File: config.mk
export PLATFORM = sky130hd
export DESIGN_NAME = alu_mul_seq
export DESIGN_NICKNAME = d
export VERILOG_FILES = /design/src/rtl/alu_pkg.sv /design/src/rtl/alu_mul_seq.sv
export SDC_FILE = /design/constraint.sdc
export NUM_CORES = 1
export LEC_CHECK = 0
export BUFFER_PORTS_ARGS = -buffer_cell sky130_fd_sc_hd__buf_4
export CAP_MARGIN = 20
export CORE_MARGIN = 4
export CORE_UTILIZATION = 49
export DETAILED_ROUTE_END_ITERATION = 7
export PLACE_DENSITY_LB_ADDON = 0.05
export SYNTH_ARGS = -nofsm -noshare
export SYNTH_HDL_FRONTEND = slang
export SYNTH_SLANG_ARGS = --single-unit
File: constraint.sdc
create_clock -name clk -period 1.93 [get_ports clk]
set_input_delay 0.193 -clock clk [delete_from_list [all_inputs] [get_ports clk]]
set_output_delay 0.193 -clock clk [all_outputs]
set_load 0.01 [all_outputs]
File: src/rtl/alu_pkg.sv
// alu_pkg: shared ALU control codes and multiplier sequencer state type.
package alu_pkg;
  localparam logic [3:0] ALU_AND = 4'd0;
  localparam logic [3:0] ALU_OR  = 4'd1;
  localparam logic [3:0] ALU_ADD = 4'd2;
  localparam logic [3:0] ALU_SLL = 4'd3;
  localparam logic [3:0] ALU_SUB = 4'd6;
  localparam logic [3:0] ALU_SLT = 4'd7;
  localparam logic [3:0] ALU_NOR = 4'd12;
  localparam logic [3:0] ALU_XOR = 4'd13;
  typedef enum logic [1:0] {IDLE, ADD, SHIFT, DONE} mul_state_t;
endpackage

File: src/rtl/alu_mul_seq.sv
// alu_mul_seq: shift-add multiplier that borrows the shared ALU via req/gnt.
module alu_mul_seq
  import alu_pkg::*;
#(
  parameter int WIDTH = 32,
  parameter int OPS_W = $clog2(2*WIDTH)
) (
  input  logic             clk,
  input  logic             rst_n,
  input  logic             in_valid,
  output logic             in_ready,
  input  logic [WIDTH-1:0] in_a,
  input  logic [WIDTH-1:0] in_b,
  output logic             out_valid,
  input  logic             out_ready,
  output logic [WIDTH-1:0] out_prod,
  output logic [OPS_W-1:0] out_ops,
  output logic             alu_req,
  input  logic             alu_gnt,
  output logic [3:0]       alu_ctl,
  output logic [WIDTH-1:0] alu_a,
  output logic [WIDTH-1:0] alu_b,
  input  logic [WIDTH-1:0] alu_out
);
  mul_state_t state, state_nx;
  logic [WIDTH-1:0] p, m, q;
  logic [OPS_W-1:0] ops;
  always_ff @(posedge clk or negedge rst_n)
    if (!rst_n) state <= IDLE;
    else state <= state_nx;
  always_comb begin
    state_nx = state;
    case (state)
      IDLE:    if (in_valid) state_nx = (in_b == '0) ? DONE : (in_b[0] ? ADD : SHIFT);
      ADD:     if (alu_gnt) state_nx = (q[WIDTH-1:1] == '0) ? DONE : SHIFT;
      SHIFT:   if (alu_gnt) state_nx = q[1] ? ADD : SHIFT;
      default: if (out_ready) state_nx = IDLE;
    endcase
  end
  always_comb begin
    in_ready  = state == IDLE;
    out_valid = state == DONE;
    alu_req   = state == ADD || state == SHIFT;
    alu_ctl   = state == SHIFT ? ALU_SLL : ALU_ADD;
    alu_a     = state == ADD ? p : (state == SHIFT ? m : '0);
    alu_b     = state == ADD ? m : (state == SHIFT ? WIDTH'(1) : '0);
  end
  // Grant only moves the datapath while a request is up, so stray grants are harmless.
  always_ff @(posedge clk or negedge rst_n)
    if (!rst_n) begin
      p   <= '0;
      m   <= '0;
      q   <= '0;
      ops <= '0;
    end else if (state == IDLE && in_valid) begin
      p   <= '0;
      m   <= in_a;
      q   <= in_b;
      ops <= '0;
    end else if (alu_req && alu_gnt) begin
      ops <= ops + OPS_W'(1);
      if (state == ADD) p <= alu_out;
      else begin
        m <= alu_out;
        q <= q >> 1;
      end
    end
  assign out_prod = p;
  assign out_ops  = ops;
endmodule

==> metrics.txt, run 1 <==
mean routed wirelength per cell 16.5 um; CP startpoint kind flop; GRT Overall Usage 25.1%; fraction of layout cells with a size suffix above 1 29.3%; Netlist cell types 33; Cells after Synth 702; Peak VDD IR 1.13 mV; first-pass GRT wire length 25900 um; die area 12800 um^2; fin cells 1039; Rows 38; critical path arrival 1.72 ns; initial antenna violation count 0; Port-buffer cells 206; WP data required 1.74 ns; final WL 17100 um; CTS tree built; Reg clk slew, reported paths 0.10 ns; Routed Antenna Nets 0; Clock Latency Late Sink 0.36 ns; max_cap viols 0; Pleak 3.60 nW; Starting Density 50.0%; CORE AREA 10800 um^2; period utilization 99.4%; Worst setup EP type output pin; Pre-Repair DR Iteration Count 5; FILL cells 897; Place WS 0.0775 ns; Ant. Diodes 0; Root Buffer clkbuf_8; fmax 521 MHz; clk buf depth 2; total gr overflow 0; unrepaired setup endpoints after global routing yes; hpwl dp 11900 um; via count 5641; setup_tns 0 ns; Die X 113 um; Fin Clk Skew 0.0110 ns; fin. max-slew vios 0; Worst Hold Class input pin to flop; clk sinks 103; Synthesis Warnings 0; sequential fraction of the synthesis area 47.7%; minimum clock period 1.92 ns; total CTS buffers 9; setup ws final 0.0121 ns; Area Growth Syn to Fin 40.8%; Setup Viol. Count Final 0; syn_area_per_cell 7.69 um^2; vias per cell 5.43; Ports 210; cell area power density 1560 nW/um^2; vias in the first global route 5236; drt drc 0; status finished clean; CP Max Fanout 29; GP Congestion 0.863; post-synthesis register bit count 103; Crit Path Class flop to output pin; Placed Cells 1012; largest net degree at the start of global routing 60; Post-Syn Area 5400 um^2; final hold vios 0; layout net count 1000; DRT iter0 DRCs 418; Final Total Pwr 11.8 mW; Die Height 113 um; CTS H-tree depth 3
==> state kept, by name (all words and copies together) (netlist names) <==
name / count
out_prod: 32
q: 31
m: 32
out_ops: 6
state: 2
==> metal layers <==
metal	wire [um]	track usage (%)
met1	7020	31.9
met2	8450	42.5
met3	1160	4.92
met4	455	9.70
met5	0	0
==> layout by cell type, fill, tap and decap left out, types with 3 or more instances in the layout <==
cell,netlist,final
nand2_1,256,255
buf_4,5,214
dfrtp_1,103,102
nor2_1,70,70
a31oi_1,62,62
a21oi_1,34,34
and2_1,33,32
buf_12,0,16
o21ai_0,30,15
nor4_1,14,14
o21ai_1,0,11
clkbuf_8,0,10
nand4_1,5,5
o21ai_2,0,4
inv_1,6,4
xor2_1,4,4
a22o_1,3,3
ha_1,5,3
conb_1,2,3
clkbuf_1,16,3
clkbuf_16,0,3
buf_6,0,3
==> cells by family after synthesis <==
kind of cell    Yosys count  share of synthesized area (%)
compound gates          136                           14.8
simple gates            386                           29.6
fa+ha+maj                 5                           1.16
xor+xnor                  5                          0.811
buf+inv                  63                           5.42
flops                   103                           47.7
mux                       2                          0.394
other cells               2                          0.139
==> layout make-up <==
class	instances	area (um^2)	area share, %
Timing Repair Buffer	237	2050	26.9
Tap cell	140	175	2.30
Multi-Input combinational cell	537	2590	34.0
Clock buffer	13	149	1.96
Sequential cell	103	2580	33.9
Inverter	6	22.5	0.296
Clock inverter	3	42.5	0.560
==> path summary, 6_finish.rpt <==
kind                             start          end  slack [ns]  depth (start not counted)
hold reg to reg            out_prod[1]  out_prod[1]        0.55                          2
min in group asynchronous        rst_n  out_prod[7]        0.32                          2
setup / recovery              state[0]    alu_a[20]        0.01                          5
setup reg to reg              state[0]     state[0]        0.08                          6
max in group asynchronous        rst_n     state[0]        1.01                          3
hold / removal              alu_out[0]  out_prod[0]        0.07                          3
==> worst max-delay path, stage by stage (launching register included) <==
cell	delay, ns
dfrtp_2	0.45
ha_4	0.24
buf_12	0.14
clkbuf_16	0.18
o21ai_0	0.20
buf_4	0.15
==> cells in the mapped netlist, drive strengths merged <==
cell    number  area (um^2)
a21o         1         7.51
a21oi       35          179
a221oi       1         8.76
a22o         3         26.3
a31oi       62          388
and2        33          206
and3         2         12.5
buf         41          210
clkbuf      16         60.1
conb         2         7.51
dfrtp      103         2580
ha           5         62.6
inv          6         22.5
mux2         1         11.3
mux2i        1         10.0
nand2      256          961
nand3        2         10.0
nand4        5         31.3
nor2        70          263
nor2b        1         6.26
nor3         2         10.0
nor4        14         87.6
nor4b        1         8.76
o21ai       30          150
o21bai       1         7.51
o2bb2a       1         10.0
o32ai        1         8.76
o41a         1         11.3
xnor2        1         8.76
xor2         4         35.0
==> timing repair <==
item                                    CTS  global route
resized for setup                         7            24
hold buffers                              1             0
buffers inserted                          3             3
cloned                                    0             4
endpoints found under the setup margin   63            29
endpoints found under the hold margin    32             0
pin swaps                                 1             1
==> power breakdown <==
group	internal (mW)	switching [mW]
registers	3.01	0.677
clock network	0.637	0.728
logic	3.19	3.60
==> stage by stage <==
| stage | area (um^2) | util (%) | hold slack (ns) |
|---|---|---|---|
| floorplan | 5400 | - | -0.103 |
| global placement | 7160 | 66.3 | 0.170 |
| detailed placement | 7160 | 66.3 | 0.180 |
| CTS | 7420 | 68.7 | 0.0592 |
| global route | 7600 | 70.4 | 0.0551 |
| finish | 7600 | 70.4 | 0.0735 |
Note: power is estimated with default switching activity, not from simulation.
==> inputs of run 2 (changes only) <==
--- a/config.mk
+++ b/config.mk
@@ -5,10 +5,11 @@
 export SDC_FILE = /design/constraint.sdc
 export NUM_CORES = 1
 export LEC_CHECK = 0
+export ABC_AREA = 1
 export BUFFER_PORTS_ARGS = -buffer_cell sky130_fd_sc_hd__buf_4
 export CAP_MARGIN = 20
 export CORE_MARGIN = 4
-export CORE_UTILIZATION = 49
+export CORE_UTILIZATION = 50
 export DETAILED_ROUTE_END_ITERATION = 7
 export PLACE_DENSITY_LB_ADDON = 0.05
 export SYNTH_ARGS = -nofsm -noshare
==> run 2 against run 1 <==
  * Register-to-register slack better by 0.04 ns
  * Setup slack better by 0.050 ns
  * Sequential power is 4% higher
  * Combinational power is 4.6% higher
  * Flip-flop and latch count stayed put
  * Total power is 2.5% higher
  * First-iteration DRC count is 33% higher
  * Sequential share of layout area is 0.16 points higher
  * Clock power is 12% lower
  * Synthesized area is 3.3% higher
  * Wire length is 0.22% lower
==> metrics.txt, run 2 <==
hold depth 3 (unchanged); hold endpoint out_prod[1]; largest net degree at the start of global routing 120 (+100%); CTS tree built; Critical Path, Cell by Cell buf_6 > ha_4 > inv_8 > buf_12 > nand2_1 > o22ai_1 > buf_4; Clock power frac 10.0% (-1.5 points); unrepaired setup endpoints after global routing yes; Flop pwr share 31.5% (+0.3 points); number of synthesized flops with an enable pin 0 (unchanged); final hold vios 0 (unchanged); fraction of layout cells with a size suffix above 1 27.4% (-1.8 points); internal power 6.70 mW (-2.0%); Root Buffer clkbuf_8; Pleak 3.93 nW (+9.2%); Post-synth ARST share 100% (unchanged); CP peak stage delay 0.40 ns (-0.05 ns); drt drc 0 (unchanged); vias in the first global route 5560 (+6.2%); Primary FF master, synth dfrtp_1; Setup Viol. Count Final 0 (unchanged); Pre-Repair DR Iteration Count 8 (+3); final WL 17100 um (-0.22%); Ant. Diodes 0 (unchanged); fmax 535 MHz (+2.7%); Cells after Synth 750 (+6.8%); top-count cell post-synth nand2_1; Starting Density 51.2% (+1.2 points); period utilization 96.8% (-2.6 points); fin. max-slew vios 0 (unchanged); Worst Hold Launch alu_out[1]; CP startpoint kind flop; CP Max Fanout 13 (-55%); via count 5829 (+3.3%); Die Height 114 um (+0.58%); Post-Syn Area 5580 um^2 (+3.3%); total CTS buffers 9 (unchanged); GRT Overall Usage 25.8% (+0.68 points); post-synthesis register bit count 103 (unchanged); CTS H-tree depth 3 (unchanged); Reg clk slew, reported paths 0.10 ns (about the same); NetSw 5.44 mW (+8.6%); Port-buffer cells 206 (unchanged); switch share 44.8% (+2.5 points); Ports 210 (unchanged); DRT iter0 DRCs 558 (+33%); total gr overflow 0 (unchanged); Post-synth top cells nand2_1 (168), dfrtp_1 (103), inv_1 (95); vias per cell 5.38 (-0.96%); GP Congestion 0.845 (-2.1%); Rows 38 (unchanged); Worst setup EP type output pin; Yosys top cell area share 46.2% (-1.5 points); R2R depth 9 (+3); mean routed wirelength per cell 15.7 um (-4.4%); minimum clock period 1.87 ns (-0.0504 ns); Clock Latency Late Sink 0.36 ns (about the same); post-synth top area cell dfrtp_1; setup_tns 0 ns (unchanged); commonest non-fill, non-tap cell in the layout buf_4; Synthesis Warnings 0 (unchanged); r2r setup slk 0.12 ns (+0.04 ns); syn_area_per_cell 7.44 um^2 (-3.3%); cell area power density 1600 nW/um^2 (+3.0%); Routed Antenna Nets 0 (unchanged); final instance area 7560 um^2 (-0.53%); Crit Path Class flop to output pin; reg-to-reg endpoint m[7]; first-pass GRT wire length 27200 um (+4.8%); sequential fraction of the synthesis area 46.2% (-1.5 points); top cells by area, synth dfrtp_1 (46%), nand2_1 (11%), o21ai_0 (7.4%), inv_1 (6.4%), nand3_1 (6.3%); most frequent cells in the layout buf_4 (217), nand2_1 (167), dfrtp_1 (103); Peak VDD IR 0.786 mV (-30%); part of the power in combinational logic 58.5% (+1.2 points); Worst Hold Class input pin to flop; Area Growth Syn to Fin 35.6%; placed inst area 7230 um^2 (+1.0%); initial antenna violation count 0 (unchanged); hpwl dp 11700 um (-1.3%); critical path arrival 1.67 ns (-0.05 ns); layout net count 1046 (+4.6%); clk sinks 103 (unchanged); slowest stage cell, crit path dfrtp_1; CORE AREA 10900 um^2 (+0.88%); die area 12900 um^2 (+1.2%); FF-to-FF Start state[0]; status finished clean; WP data required 1.74 ns (about the same); max_cap viols 0 (unchanged); Fin Clk Skew 0.00744 ns (-0.00358 ns); clk buf depth 2 (unchanged); Die X 114 um (+0.58%); Netlist cell types 26 (-21%)
## run 2: metal layers
layer	wire length (um)	vias up	GRT usage, %
met5	0	-	0
met4	422	0	8.97
met3	1590	33	5.89
met2	8090	292	41.9
met1	6950	2706	34.2
li1	-	2798	-
## run 2: stage by stage
stage          cells  utilization (%)  total power [mW]  hold slack, ns  setup slack (ns)
2_1_floorplan    751                -              7.87          -0.103             0.298
6_report        1084             69.4              12.1          0.0706            0.0624
5_1_grt         1084             69.4              13.2          0.0564           -0.0257
4_1_cts         1082             69.0              12.0          0.0562           -0.0247
3_3_place_gp    1063             66.4              10.3           0.186             0.106
3_5_place_dp    1063             66.4              10.6           0.191            0.0404
## run 2: kinds of logic after synthesis
logic type / count (synthesis) / share of synthesized area (%)
compound gates: 158 / 16.3
other cells: 2 / 0.135
buf+inv: 154 / 12.3
fa+ha+maj: 5 / 1.12
simple gates: 328 / 23.9
flops: 103 / 46.2
## run 2: repair_timing
item	in CTS	in global routing
endpoints found under the setup margin	49	85
gates resized for setup	11	17
setup buffers	2	2
hold endpoints to repair	33	0
hold buffers	1	0
cloned	2	1
## run 2: area by class of cell
type                    instances  area [um^2]
inverters                      99          384
clock inverters                 6         38.8
flip-flops and latches        103         2580
multi-input cells             494         2350
fillers                       929         3330
repair buffers                233         1920
clock buffers                   9          124
well taps                     140          175
## run 2: worst max path at each step
stage	start	endpoint	slack (ns)
6_report	state[0]	alu_a[0]	0.06
5_1_grt	state[0]	alu_a[13]	-0.03
4_1_cts	state[0]	alu_a[13]	-0.02
3_5_place_dp	state[0]	q[16]	0.04
3_3_place_gp	state[0]	q[20]	0.11
2_1_floorplan	state[0]	alu_a[31]	0.30
## run 2: power by group through the flow
stage          clock [mW]  sequential [mW]  combinational [mW]
6_report             1.21             3.82                7.10
5_1_grt              1.33             3.95                7.91
4_1_cts              1.24             3.81                6.99
3_5_place_dp            0             3.86                6.72
3_3_place_gp            0             3.80                6.53
2_1_floorplan           0             3.87                4.00
## run 2: worst max-delay path: cells and delay by family, from the launching register on
kind | cells | cell delay, ns
flip-flops | 1 | 0.40
AND/OR/NAND/NOR | 1 | 0.07
buffers and inverters | 4 | 0.53
adder cells (fa/ha/maj) | 1 | 0.17
AO/OA/AOI/OAI | 1 | 0.12
